[src/rtl/pmu_i2c_arbiter_if.sv]
// pmu_i2c_arbiter_if: requester strobes and engine controls shared by the PMU I2C arbiter
interface pmu_i2c_arbiter_if #(
  parameter int NUM_REQ = 3
);
  logic [NUM_REQ-1:0] req, grant, req_start, req_done, req_rw;
  logic [NUM_REQ-1:0] req_data_latch, req_in_data_valid, req_failed, timeout;
  logic [8*NUM_REQ-1:0] req_data;
  logic [7:0] eng_data;
  logic eng_start, eng_done, eng_rw, eng_clear_failed;
  logic eng_data_latch, eng_ready, eng_failed, eng_in_data_valid;
  modport master (
    output req, req_start, req_done, req_rw, req_data,
    output eng_data_latch, eng_ready, eng_failed, eng_in_data_valid,
    input grant, req_data_latch, req_in_data_valid, req_failed, timeout,
    input eng_data, eng_start, eng_done, eng_rw, eng_clear_failed
  );
  modport slave (
    input req, req_start, req_done, req_rw, req_data,
    input eng_data_latch, eng_ready, eng_failed, eng_in_data_valid,
    output grant, req_data_latch, req_in_data_valid, req_failed, timeout,
    output eng_data, eng_start, eng_done, eng_rw, eng_clear_failed
  );
endinterface

[src/rtl/pmu_i2c_arbiter.sv]
// pmu_i2c_arbiter: round-robin sharing of one PMU I2C byte engine among NUM_REQ requesters
module pmu_i2c_arbiter #(
  parameter int NUM_REQ = 3,
  parameter int TIMEOUT_LOG2 = 16
) (
  input logic clk,
  input logic reset,
  pmu_i2c_arbiter_if.slave bus
);
  localparam int IW = NUM_REQ > 2 ? 2 : 1;
  typedef enum logic [2:0] {IDLE, CLEAR, GRANT, DRAIN, GAP} state_t;
  state_t state, state_nx;
  logic [IW-1:0] winner, last, pick, idx;
  logic [NUM_REQ-1:0] grant_q, failed_q;
  logic [TIMEOUT_LOG2-1:0] wd;
  logic timed_out, expire, win_req;
  assign win_req = bus.req[winner];
  assign expire = state == GRANT && &wd && win_req;
  assign bus.grant = grant_q;
  assign bus.req_failed = failed_q;
  assign bus.timeout = expire ? grant_q : '0;
  // round-robin pick: first active requester after last, wrapping
  always_comb begin
    pick = last;
    idx = last;
    for (int i = NUM_REQ; i >= 1; i--) begin
      idx = IW'((int'(last) + i) % NUM_REQ);
      if (bus.req[idx]) pick = idx;
    end
  end
  // state register
  always_ff @(posedge clk or posedge reset)
    if (reset) state <= IDLE;
    else state <= state_nx;
  // next state and engine-side routing, inactive outside the grant window
  always_comb begin
    state_nx = state;
    bus.eng_start = 1'b0;
    bus.eng_done = 1'b0;
    bus.eng_rw = 1'b1;
    bus.eng_data = 8'h00;
    bus.eng_clear_failed = 1'b0;
    bus.req_data_latch = '0;
    bus.req_in_data_valid = '0;
    case (state)
      IDLE: state_nx = bus.eng_ready && |bus.req ? CLEAR : IDLE;
      CLEAR: begin
        bus.eng_clear_failed = 1'b1;
        state_nx = GRANT;
      end
      GRANT: begin
        bus.eng_start = bus.req_start[winner];
        bus.eng_done = bus.req_done[winner];
        bus.eng_rw = bus.req_rw[winner];
        bus.eng_data = bus.req_data[{winner, 3'b000} +: 8];
        bus.req_data_latch = bus.eng_data_latch ? grant_q : '0;
        bus.req_in_data_valid = bus.eng_in_data_valid ? grant_q : '0;
        state_nx = !win_req || &wd ? DRAIN : GRANT;
      end
      DRAIN: begin
        bus.eng_done = 1'b1;
        state_nx = bus.eng_ready ? GAP : DRAIN;
      end
      default: state_nx = IDLE;
    endcase
  end
  // ownership, watchdog and per-requester failure bookkeeping
  always_ff @(posedge clk or posedge reset) begin
    if (reset) begin
      winner <= '0;
      last <= IW'(NUM_REQ - 1);
      grant_q <= '0;
      failed_q <= '0;
      wd <= '0;
      timed_out <= 1'b0;
    end else begin
      case (state)
        IDLE: if (state_nx == CLEAR) begin
          winner <= pick;
          grant_q <= NUM_REQ'(1) << pick;
          wd <= '0;
          timed_out <= 1'b0;
        end
        CLEAR: failed_q[winner] <= 1'b0;
        GRANT: begin
          wd <= bus.eng_data_latch ? '0 : (&wd ? wd : wd + TIMEOUT_LOG2'(1));
          if (state_nx == DRAIN) grant_q <= '0;
          if (expire) timed_out <= 1'b1;
        end
        DRAIN: if (bus.eng_ready) begin
          failed_q[winner] <= bus.eng_failed | timed_out;
          last <= winner;
        end
        default: ;
      endcase
    end
  end
endmodule

[src/flat_wrapper.sv]
// flat-port wrapper written by rule: the top's interface ports become plain ports
module pmu_i2c_arbiter_flat 
#(
  parameter int NUM_REQ = 3,
  parameter int TIMEOUT_LOG2 = 16
)
  (clk, reset, bus_req, bus_req_start, bus_req_done, bus_req_rw, bus_req_data, bus_eng_data_latch, bus_eng_ready, bus_eng_failed, bus_eng_in_data_valid, bus_grant, bus_req_data_latch, bus_req_in_data_valid, bus_req_failed, bus_timeout, bus_eng_data, bus_eng_start, bus_eng_done, bus_eng_rw, bus_eng_clear_failed);
  pmu_i2c_arbiter_if #(.NUM_REQ(NUM_REQ)) bus_i ();
  input logic clk;
  input logic reset;
  input wire logic [$bits(bus_i.req)-1:0] bus_req;
  input wire logic [$bits(bus_i.req_start)-1:0] bus_req_start;
  input wire logic [$bits(bus_i.req_done)-1:0] bus_req_done;
  input wire logic [$bits(bus_i.req_rw)-1:0] bus_req_rw;
  input wire logic [$bits(bus_i.req_data)-1:0] bus_req_data;
  input wire logic [$bits(bus_i.eng_data_latch)-1:0] bus_eng_data_latch;
  input wire logic [$bits(bus_i.eng_ready)-1:0] bus_eng_ready;
  input wire logic [$bits(bus_i.eng_failed)-1:0] bus_eng_failed;
  input wire logic [$bits(bus_i.eng_in_data_valid)-1:0] bus_eng_in_data_valid;
  output wire logic [$bits(bus_i.grant)-1:0] bus_grant;
  output wire logic [$bits(bus_i.req_data_latch)-1:0] bus_req_data_latch;
  output wire logic [$bits(bus_i.req_in_data_valid)-1:0] bus_req_in_data_valid;
  output wire logic [$bits(bus_i.req_failed)-1:0] bus_req_failed;
  output wire logic [$bits(bus_i.timeout)-1:0] bus_timeout;
  output wire logic [$bits(bus_i.eng_data)-1:0] bus_eng_data;
  output wire logic [$bits(bus_i.eng_start)-1:0] bus_eng_start;
  output wire logic [$bits(bus_i.eng_done)-1:0] bus_eng_done;
  output wire logic [$bits(bus_i.eng_rw)-1:0] bus_eng_rw;
  output wire logic [$bits(bus_i.eng_clear_failed)-1:0] bus_eng_clear_failed;
  assign bus_i.req = bus_req;
  assign bus_i.req_start = bus_req_start;
  assign bus_i.req_done = bus_req_done;
  assign bus_i.req_rw = bus_req_rw;
  assign bus_i.req_data = bus_req_data;
  assign bus_i.eng_data_latch = bus_eng_data_latch;
  assign bus_i.eng_ready = bus_eng_ready;
  assign bus_i.eng_failed = bus_eng_failed;
  assign bus_i.eng_in_data_valid = bus_eng_in_data_valid;
  assign bus_grant = bus_i.grant;
  assign bus_req_data_latch = bus_i.req_data_latch;
  assign bus_req_in_data_valid = bus_i.req_in_data_valid;
  assign bus_req_failed = bus_i.req_failed;
  assign bus_timeout = bus_i.timeout;
  assign bus_eng_data = bus_i.eng_data;
  assign bus_eng_start = bus_i.eng_start;
  assign bus_eng_done = bus_i.eng_done;
  assign bus_eng_rw = bus_i.eng_rw;
  assign bus_eng_clear_failed = bus_i.eng_clear_failed;
  pmu_i2c_arbiter #(.NUM_REQ(NUM_REQ), .TIMEOUT_LOG2(TIMEOUT_LOG2)) u_core (.clk(clk), .reset(reset), .bus(bus_i));
endmodule
[config.mk]
export PLATFORM = sky130hd
export DESIGN_NAME = pmu_i2c_arbiter_flat
export DESIGN_NICKNAME = d
export VERILOG_FILES = /design/src/rtl/pmu_i2c_arbiter_if.sv /design/src/rtl/pmu_i2c_arbiter.sv /design/src/flat_wrapper.sv
export SDC_FILE = /design/constraint.sdc
export NUM_CORES = 1
export LEC_CHECK = 0
export CAP_MARGIN = 20
export CORE_UTILIZATION = 33
export CTS_CLUSTER_SIZE = 40
export DETAILED_ROUTE_END_ITERATION = 7
export GPL_TIMING_DRIVEN = 0
export SLEW_MARGIN = 20
export SYNTH_ARGS = -nofsm -noshare
export SYNTH_HDL_FRONTEND = slang
export SYNTH_SLANG_ARGS = --single-unit
[constraint.sdc]
create_clock -name clk -period 2 [get_ports clk]
set_clock_uncertainty 0.1 [all_clocks]
set_input_delay 0.3 -clock clk [delete_from_list [all_inputs] [get_ports clk]]
set_output_delay 0.3 -clock clk [all_outputs]
set_load 0.03 [all_outputs]
Yosys cells after proc, flatten, opt, wreduce, memory -nomap -nowiden
Index checks and enable logic that the tools add are counted.
{"block": "word_totals", "reg_bits": 30, "output_inout_bits": 27}
{"block": "op_classes", "n_addsub": 4, "div_mod_pow": 3, "order_cmp": 5, "eq_ne": 10, "shifts": 2, "muxes": 46, "bitwise": 3, "reduce_logical": 17}
{"op": "$mod A32 B3 Y32 const B", "n": 3}
{"op": "$mux W16", "n": 3}
{"op": "$pmux W16 S2", "n": 1}
{"op": "$mux W3", "n": 9}
{"op": "$shiftx A24 B6 Y8", "n": 1}
{"op": "$add A16 B1 Y16 const B", "n": 1}
{"op": "$reduce_and A16 Y1", "n": 1}
{"op": "$mux W1", "n": 15}
{"op": "$bmux W1 S2", "n": 7}
{"op": "$lt A2 B3 Y1 const B", "n": 4}
{"op": "$pmux W3 S2", "n": 2}
{"op": "$pmux W3 S4", "n": 1}
{"op": "$eq A3 B2 Y1 const B", "n": 3}
{"op": "$reduce_and A3 Y1", "n": 3}
{"op": "$mux W8", "n": 1}
{"op": "$add A2 B2 Y3 const B", "n": 2}
{"op": "$eq A3 B1 Y1 const B", "n": 2}
{"op": "$mux W2", "n": 3}
{"op": "$reduce_and A2 Y1", "n": 3}
{"op": "$logic_and A1 B1 Y1", "n": 4}
{"op": "$ne A2 B1 Y1 const B", "n": 2}
{"op": "$ne A2 B2 Y1 const B", "n": 2}
{"op": "$pmux W1 S2", "n": 2}
{"op": "$reduce_bool A2 Y1", "n": 2}
{"op": "13 further kinds", "n": 13}

Depth between registers and ports, before layout
Gate-level depths: netlist of the first run.
{"block": "depth", "word_depth": 10, "mapped_depth": 8, "ltp_nobuf": 7}

Worst setup path after synthesis of the first run
No wires, ideal clock.
{"block": "synth_path", "path_kind": "reg-to-reg", "startpoint": "register u_core.last[1]", "endpoint": "register u_core.grant_q[1], in the netlist u_core.bus.grant[1]", "setup_time_ps": 122, "arrival_ps": 2023, "t_required_ps": 1778, "slack_ps": -245, "stages_incl_launch_ff": 8, "cell_sequence": "dfstp_2 > ha_1 > buf_2 > nand2b_1 > a41oi_1 > or4_1 > and2_1 > a32o_1"}
{"block": "synth_via", "elab_chain_len": 10, "word_cells_on_any_way": 18}
{"item": "from (decl)", "line": "pmu_i2c_arbiter.sv:13", "text": "logic [IW-1:0] winner, last, pick, idx;"}
{"item": "from (signal assigned)", "line": "pmu_i2c_arbiter.sv:71", "text": "last <= IW'(NUM_REQ - 1);"}
{"item": "from (signal assigned)", "line": "pmu_i2c_arbiter.sv:92", "text": "last <= winner;"}
{"item": "$add A2 B2 Y3", "line": "pmu_i2c_arbiter.sv:27", "text": "idx = IW'((int'(last) + i) % NUM_REQ);"}
{"item": "$mod A32 B3 Y32", "line": "pmu_i2c_arbiter.sv:27"}
{"item": "$bmux W1 S2", "line": "pmu_i2c_arbiter.sv:28", "text": "if (bus.req[idx]) pick = idx;"}
{"item": "$mux W1 (implied by the code)", "line": "pmu_i2c_arbiter.sv:28"}
{"item": "$mux W2 (2 in a row)", "line": "pmu_i2c_arbiter.sv:28"}
{"item": "$mux W2 (*)", "line": "pmu_i2c_arbiter.sv:28"}
{"item": "$shl A1 B2 Y3 (*)", "line": "pmu_i2c_arbiter.sv:80", "text": "grant_q <= NUM_REQ'(1) << pick;"}
{"item": "$mux W3 (*)", "line": "pmu_i2c_arbiter.sv:78", "text": "IDLE: if (state_nx == CLEAR) begin"}
{"item": "$pmux W3 S2 (*)", "line": "pmu_i2c_arbiter.sv:77", "text": "case (state)"}
{"item": "to (signal assigned)", "line": "pmu_i2c_arbiter.sv:80"}
{"item": "to (decl)", "line": "pmu_i2c_arbiter.sv:14", "text": "logic [NUM_REQ-1:0] grant_q, failed_q;"}
Every way passes the cells marked *; elsewhere a longest branch is shown, timed or not. The select of a mux whose other input is x is not followed.
A chain may end at the register's enable or synchronous reset.

Worst setup path in the final report of the first run
{"block": "layout_path", "startpoint": "register u_core.state[2]", "endpoint": "output bus_eng_data[0]"}
{"block": "layout_via", "elab_chain_len": 2}
{"item": "from (decl)", "line": "pmu_i2c_arbiter.sv:12", "text": "state_t state, state_nx;"}
{"item": "from (signal assigned)", "line": "pmu_i2c_arbiter.sv:34", "text": "else state <= state_nx;"}
{"item": "$eq A3 B2 Y1", "line": "pmu_i2c_arbiter.sv:45", "text": "case (state)"}
{"item": "$mux W8", "line": "pmu_i2c_arbiter.sv:45"}
{"item": "to (decl)", "line": "flat_wrapper.sv:25", "text": "output wire logic [$bits(bus_i.eng_data)-1:0] bus_eng_data;"}
No other way between the ends.

==> results of run 1 <==
## cells in the mapped netlist (all sizes together), types with 2 or more instances
master / number
a211oi: 2
a21oi: 22
a31oi: 2
a32o: 2
and2: 7
and3: 7
buf: 6
clkbuf: 8
dfrtp: 29
ha: 3
inv: 10
mux2: 5
mux2i: 12
nand2: 24
nand2b: 5
nand3: 10
nand3b: 2
nand4: 2
nor2: 38
nor2b: 3
nor3: 4
nor4: 3
o21a: 3
o21ai: 25
o31ai: 7
o41ai: 4
or3: 2
or3b: 2
or4: 4
## worst min-delay path by stage
stage	from	end	slack, ps
2_1_floorplan	reset	u_core.bus.grant[0]	290
3_3_place_gp	u_core.bus.req_failed[1]	u_core.bus.req_failed[1]	400
3_5_place_dp	u_core.bus.req_failed[1]	u_core.bus.req_failed[1]	400
4_1_cts	reset	u_core.wd[6]	350
5_1_grt	reset	u_core.wd[6]	390
6_report	reset	u_core.wd[8]	330
## power breakdown
part           leakage (nW)  switching [mW]  internal, mW  total, mW
logic                  1.17            1.83          1.71       3.54
registers             0.390           0.139         0.748      0.887
clock network        0.0383           0.225         0.239      0.464
## what timing repair did
action / in CTS / in global routing
setup buffers: 17 / 21
gates resized for setup: 160 / 97
pin swaps: 18 / 21
gates cloned: 0 / 1
setup endpoints to repair: 39 / 40
hold buffers: 0 / 0
## worst max-delay path, stage by stage, from the launching register on
cell	delay (ps)
dfrtp_2	410
buf_6	130
or3b_4	440
buf_8	150
buf_4	130
nor2_4	80
buf_6	130
## per-layer routing
layer | share of wire, % | vias up
met1 | 42 | 1141
met4 | 0.56 | 0
li1 | - | 1181
met2 | 52 | 85
met3 | 5.2 | 6
met5 | 0 | -
## cells by family after synthesis
kind of cell / after synthesis / share of synthesized area, %
AO/OA/AOI/OAI: 76 / 22.4
adder cells (fa/ha/maj): 3 / 1.73
AND/OR/NAND/NOR: 116 / 28.1
buffers and inverters: 24 / 5.01
flip-flops: 30 / 34.6
multiplexers: 17 / 8.12
## stage by stage
stage                     hold WS [ps]  worst slack, ps  instance area (um^2)  TNS, ps  std cells
final                              325             -142                  3710    -1600        453
after global routing               390             -223                  3710    -3130        453
after CTS                          354             -207                  3250    -1980        431
after detailed placement           402             -920                  2970   -18030        410
after global placement             400             -903                  2970   -17520        410
after floorplan                    290             -127                  2210     -206        266
## flip-flops by register name (all words and copies together), names as in the netlist
signal and count:
u_core.winner 2, u_core.last 2, u_core.bus.grant 3, u_core.timed_out 1, u_core.wd 16, u_core.state 3
u_core.bus.req_failed 3
## area by class of cell
cell class	instances	area, um^2
timing repair buffer	106	1010
clock buffer	7	76.3
tap	77	96.3
fill	574	2640
inverter	10	37.5
multi-input combinational	212	1630
buffer	11	103
sequential	30	759
==> metrics.md, run 1 <==
| Metric | Value |
|---|---|
| Syn Std Cell Area | `2170 um^2` |
| First drt pass iteration count | `4` |
| Die H | `83.1 um` |
| Max Root-Sink Buffers | `2` |
| Vias in the first global route | `2,287` |
| Nets | `421` |
| Max-slew headroom at the worst pin | `57.0%` |
| Final Cycle Share | `107%` |
| Fin util | `58.5%` |
| Syn-to-layout area delta | `70.9%` |
| Synthesized flop and latch total | `30` |
| Crit path kind | `reg2out` |
| Hold Path Class | `in2async` |
| Register area share after synthesis | `34.6%` |
| Achievable frequency | `467 MHz` |
| Top cells by area, synth | `dfrtp_1 (33%), nor2_1 (6.6%), o21ai_0 (5.8%)` |
| Average wire per standard cell | `15.0 um` |
| IO buf count | `67` |
| GR Util met2 | `32.8%` |
| Initial antenna violation count | `0` |
| Die Area | `6910 um^2` |
| Worst Path Required | `1600 ps` |
| Slew Limit Fails | `0` |
| Setup WS post-layout | `-142 ps` |
| Peak-usage layer in the global routing report | `met2` |
| Yosys warnings | `0` |
| Synthesized area per cell | `8.17 um^2` |
| Total GRT Usage | `18.6%` |
| Outcome | `finished, violations left` |
| CTS Sinks | `30` |
| Avg Vias per Cell | `5.33` |
| Max H-tree Level | `2` |
| RSZ-0062 raised after global routing | `true` |
| Largest net degree at the start of global routing | `31` |
| Global placer's final weighted congestion | `0.823` |
| Die Wd | `83.1 um` |
| Starting DRT DRC Count | `79` |
| PwrDens | `1320 nW/um^2` |
| Critical path peak fanout | `5` |
| Beginning of the worst register-to-register path | `u_core.last[1]` |
| Synth Instances | `266` |
| Num ports | `69` |
| Worst-Skew Late Latency | `280 ps` |
| Reg2reg end | `u_core.bus.grant[1]` |
| CTS buffer count | `5` |
| Proportion of layout cells with a drive suffix above 1 | `39.6%` |
| Number of synthesized flops with an enable pin | `0` |
| Fraction of registers with async set/reset | `100%` |
| Crit path capture type | `primary output` |
| Post-layout minimum cycle time | `2140 ps` |
| Most common cell after layout, fill and taps aside | `clkdlybuf4s50_1` |
| Final Power | `4.89 mW` |
| Synth area leader | `dfrtp_1` |
| Yosys cell types | `52` |
| Routed WL | `6800 um` |
| Crit start category | `register` |
| Via count | `2,413` |
| Critical Path Source | `u_core.state[2]` |
| Final setup fails | `18` |
| Global-route wire length before repair | `10,600 um` |
| Core ar. | `6350 um^2` |
| Leak | `1.60 nW` |
| Most frequent cells in the layout | `clkdlybuf4s50_1 (44), buf_4 (38), nor2_1 (29)` |
| Primary FF master, synth | `dfrtp_1` |
| Reg-to-reg slack, setup | `-130 ps` |
| # rows | `29` |
| WP data arrival | `1740 ps` |
| Starting Density | `34.2%` |
| Net Count, Synth | `311` |
| Slew @ Worst Pin | `643 ps` |
| DP HPWL | `4390 um` |
| Clock tree root driver cell | `clkbuf_8` |
| Met1 Track Usage GR | `22.9%` |
| Worst-case reg-to-reg path depth | `6` |
| Antenna fix cells | `0` |
| Post-route DRC | `0` |
| GRT met3 Usage | `4.77%` |
| Max cap viols | `0` |
| Clk slew on worst S/H paths | `70 ps` |
| Failing checks | `negative setup slack` |
| Hold Vio Cnt, Final | `0` |
| Peak VDD IR | `682 uV` |
| Total grt overflow | `0` |
| Routed Antenna Nets | `0` |
| CTS tree | `built` |
| Worst Setup EP | `bus_eng_data[0]` |
| Area fraction of the dominant cell type after synthesis | `33.4%` |
Note: power is estimated with default switching activity, not from simulation.
==> inputs of run 2 (changes only) <==
--- a/config.mk
+++ b/config.mk
@@ -5,11 +5,13 @@
 export SDC_FILE = /design/constraint.sdc
 export NUM_CORES = 1
 export LEC_CHECK = 0
+export ABC_CLOCK_PERIOD_IN_PS = 2000
 export CAP_MARGIN = 20
-export CORE_UTILIZATION = 33
+export CORE_UTILIZATION = 42
 export CTS_CLUSTER_SIZE = 40
 export DETAILED_ROUTE_END_ITERATION = 7
 export GPL_TIMING_DRIVEN = 0
+export PLACE_DENSITY = 0.76
 export SLEW_MARGIN = 20
 export SYNTH_ARGS = -nofsm -noshare
 export SYNTH_HDL_FRONTEND = slang
==> run 2 against run 1 <==
Compared with the run above:
- the run still ends with negative setup slack left
- sequential cell count unchanged
- utilization is 20 points higher
- global-route usage grew 7.0 points
- count of clock-buffer cells in the layout rose by 1
- total power grew 5.2%
- largest power group unchanged
- critical endpoint is now bus_eng_rw
- fmax decreased by 2.0%
- setup slack worse by 44 ps
- combinational power is 4% higher
- critical path depth unchanged
- critical path type unchanged
- first-iteration DRC count up 130%
- largest cell class unchanged
==> metrics.md, run 2 (synthesized netlist as in run 1, its figures left out) <==
| Metric | Value |
|---|---|
| Outcome | `finished, violations left` |
| Failing checks | `negative setup slack` |
| Antenna fix cells | `0 (unchanged)` |
| First drt pass iteration count | `4 (unchanged)` |
| Starting DRT DRC Count | `179 (+130%)` |
| Peak VDD IR | `855 uV (+25%)` |
| Slew @ Worst Pin | `644 ps (+0.126 ps)` |
| Proportion of layout cells with a drive suffix above 1 | `42.7% (+3.1 points)` |
| Reg2reg end | `u_core.bus.grant[1]` |
| CTS tree | `built` |
| Worst Setup EP | `bus_eng_rw` |
| Slew Limit Fails | `0 (unchanged)` |
| Final Power | `5.15 mW (+5.2%)` |
| Global placer's final weighted congestion | `0.833 (+1.2%)` |
| Die H | `73.9 um (-11%)` |
| Worst-Skew Late Latency | `280 ps (about the same)` |
| Post-route DRC | `0 (unchanged)` |
| PwrDens | `1360 nW/um^2 (+3.1%)` |
| IO buf count | `67 (unchanged)` |
| Max-slew headroom at the worst pin | `57.0% (about the same)` |
| DP HPWL | `4320 um (-1.6%)` |
| Beginning of the worst register-to-register path | `u_core.last[1]` |
| Clock tree root driver cell | `clkbuf_8` |
| Routed WL | `7310 um (+7.5%)` |
| Worst-case reg-to-reg path depth | `6 (unchanged)` |
| Clk slew on worst S/H paths | `70 ps (about the same)` |
| Nets | `421 (unchanged)` |
| Placed insts | `400 (-2.4%)` |
| Max H-tree Level | `2 (unchanged)` |
| Starting Density | `44.8% (+11 points)` |
| # rows | `25 (-14%)` |
| Average wire per standard cell | `16.5 um (+9.7%)` |
| Setup WS post-layout | `-187 ps (-44.2 ps)` |
| Number of hold buffers added after cts | `0 (unchanged)` |
| Multi-input logic area | `1660 um^2 (+1.5%)` |
| CTS Sinks | `30 (unchanged)` |
| Core ar. | `4850 um^2 (-24%)` |
| Vias in the first global route | `2,298 (+0.48%)` |
| Crit start category | `register` |
| Num ports | `69 (unchanged)` |
| Finished Layout Cells | `444 (-2.0%)` |
| Max Root-Sink Buffers | `2 (unchanged)` |
| Leak | `1.64 nW (+2.8%)` |
| Critical path peak fanout | `6 (+1)` |
| Largest net degree at the start of global routing | `31 (unchanged)` |
| Total grt overflow | `0 (unchanged)` |
| Final setup fails | `26 (+8)` |
| Critical Path Source | `u_core.state[0]` |
| WHS | `319 ps (-6.47 ps)` |
| Worst Path Required | `1600 ps (about the same)` |
| Post-Place Setup Slack | `-896 ps (+23.7 ps)` |
| Hold Vio Cnt, Final | `0 (unchanged)` |
| Global-route wire length before repair | `10,700 um (+0.59%)` |
| Largest register by flop count | `u_core.wd` |
| Storage cell area | `761 um^2 (+0.16%)` |
| Crit path kind | `reg2out` |
| Largest register FFs | `16 (unchanged)` |
| Die Wd | `73.9 um (-11%)` |
| Setup TNS | `-2220 ps (-617 ps)` |
| CTS buffer count | `5 (unchanged)` |
| Most common cell after layout, fill and taps aside | `clkdlybuf4s50_1` |
| WP data arrival | `1790 ps (+50 ps)` |
| Initial antenna violation count | `0 (unchanged)` |
| Hold Path Class | `in2async` |
| Via count | `2,518 (+4.4%)` |
| Layout fillers | `324 (-44%)` |
| Routed Antenna Nets | `0 (unchanged)` |
| Reg-to-reg slack, setup | `-130 ps (about the same)` |
| Total GRT Usage | `25.7% (+7.0 points)` |
| Avg Vias per Cell | `5.67 (+6.5%)` |
| Most frequent cells in the layout | `clkdlybuf4s50_1 (44), buf_4 (36), nor2_1 (27)` |
| Achievable frequency | `457 MHz (-2.0%)` |
| Post-layout minimum cycle time | `2190 ps (+44.2 ps)` |
| Syn-to-layout area delta | `74.4%` |
| Final Cycle Share | `109% (+2.2 points)` |
| Crit path capture type | `primary output` |
| RSZ-0062 raised after global routing | `true` |
| Max cap viols | `0 (unchanged)` |
| Die Area | `5460 um^2 (-21%)` |
[run 2: worst min path at each step]
stage | from | to | slack, ps
2_1_floorplan | reset | u_core.bus.grant[0] | 290
3_3_place_gp | u_core.bus.req_failed[1] | u_core.bus.req_failed[1] | 400
3_5_place_dp | u_core.bus.req_failed[1] | u_core.bus.req_failed[1] | 400
4_1_cts | reset | u_core.wd[1] | 330
5_1_grt | reset | u_core.wd[1] | 400
6_report | reset | u_core.wd[4] | 320
[run 2: metal layers]
layer / vias to the layer above / GRT usage (%) / share of wire (%)
met5: - / 0 / 0
met4: 0 / 7.05 / 1.3
met3: 12 / 6.86 / 6.4
met2: 105 / 46.0 / 54
met1: 1220 / 30.1 / 39
li1: 1181 / - / -
[run 2: per-stage QoR]
| step | util, % | instance area [um^2] |
|---|---|---|
| after floorplan | - | 2210 |
| after global placement | 61.1 | 2960 |
| after detailed placement | 61.1 | 2960 |
| after CTS | 71.3 | 3460 |
| after global routing | 78.1 | 3790 |
| final | 78.1 | 3790 |
[run 2: what timing repair did]
item / in CTS / in global routing
endpoints found under the setup margin: 38 / 36
gates resized for setup: 201 / 61
setup buffers: 17 / 21
cloned: 2 / 0
pin swaps: 25 / 16
[run 2: cell type report]
type                            instances  area share [%]
Multi-Input combinational cell        212            43.8
Timing Repair Buffer                  107            27.0
Sequential cell                        30            20.1
Buffer                                 10            3.04
Clock buffer                            8            2.91
Tap cell                               67            2.21
Inverter                               10           0.991
[run 2: worst max-delay path: stages, from the launching register on]
cell and delay (ps):
dfrtp_1 400, buf_6 140, or3b_4 440, clkbuf_16 190, a21oi_2 90, o21ai_1 70, buf_4 170
[run 2: power by group]
group,switching [mW],internal [mW]
Sequential,0.144,0.748
Combinational,1.91,1.76
Clock,0.236,0.347
==> inputs of run 3 (changes only) <==
--- a/config.mk
+++ b/config.mk
@@ -10,6 +10,7 @@
 export CORE_UTILIZATION = 42
 export CTS_CLUSTER_SIZE = 40
 export DETAILED_ROUTE_END_ITERATION = 7
+export GPL_ROUTABILITY_DRIVEN = 0
 export GPL_TIMING_DRIVEN = 0
 export PLACE_DENSITY = 0.76
 export SLEW_MARGIN = 20
==> results of run 3 <==
The final DEF is identical to that of run 2; final timing and power are the same.
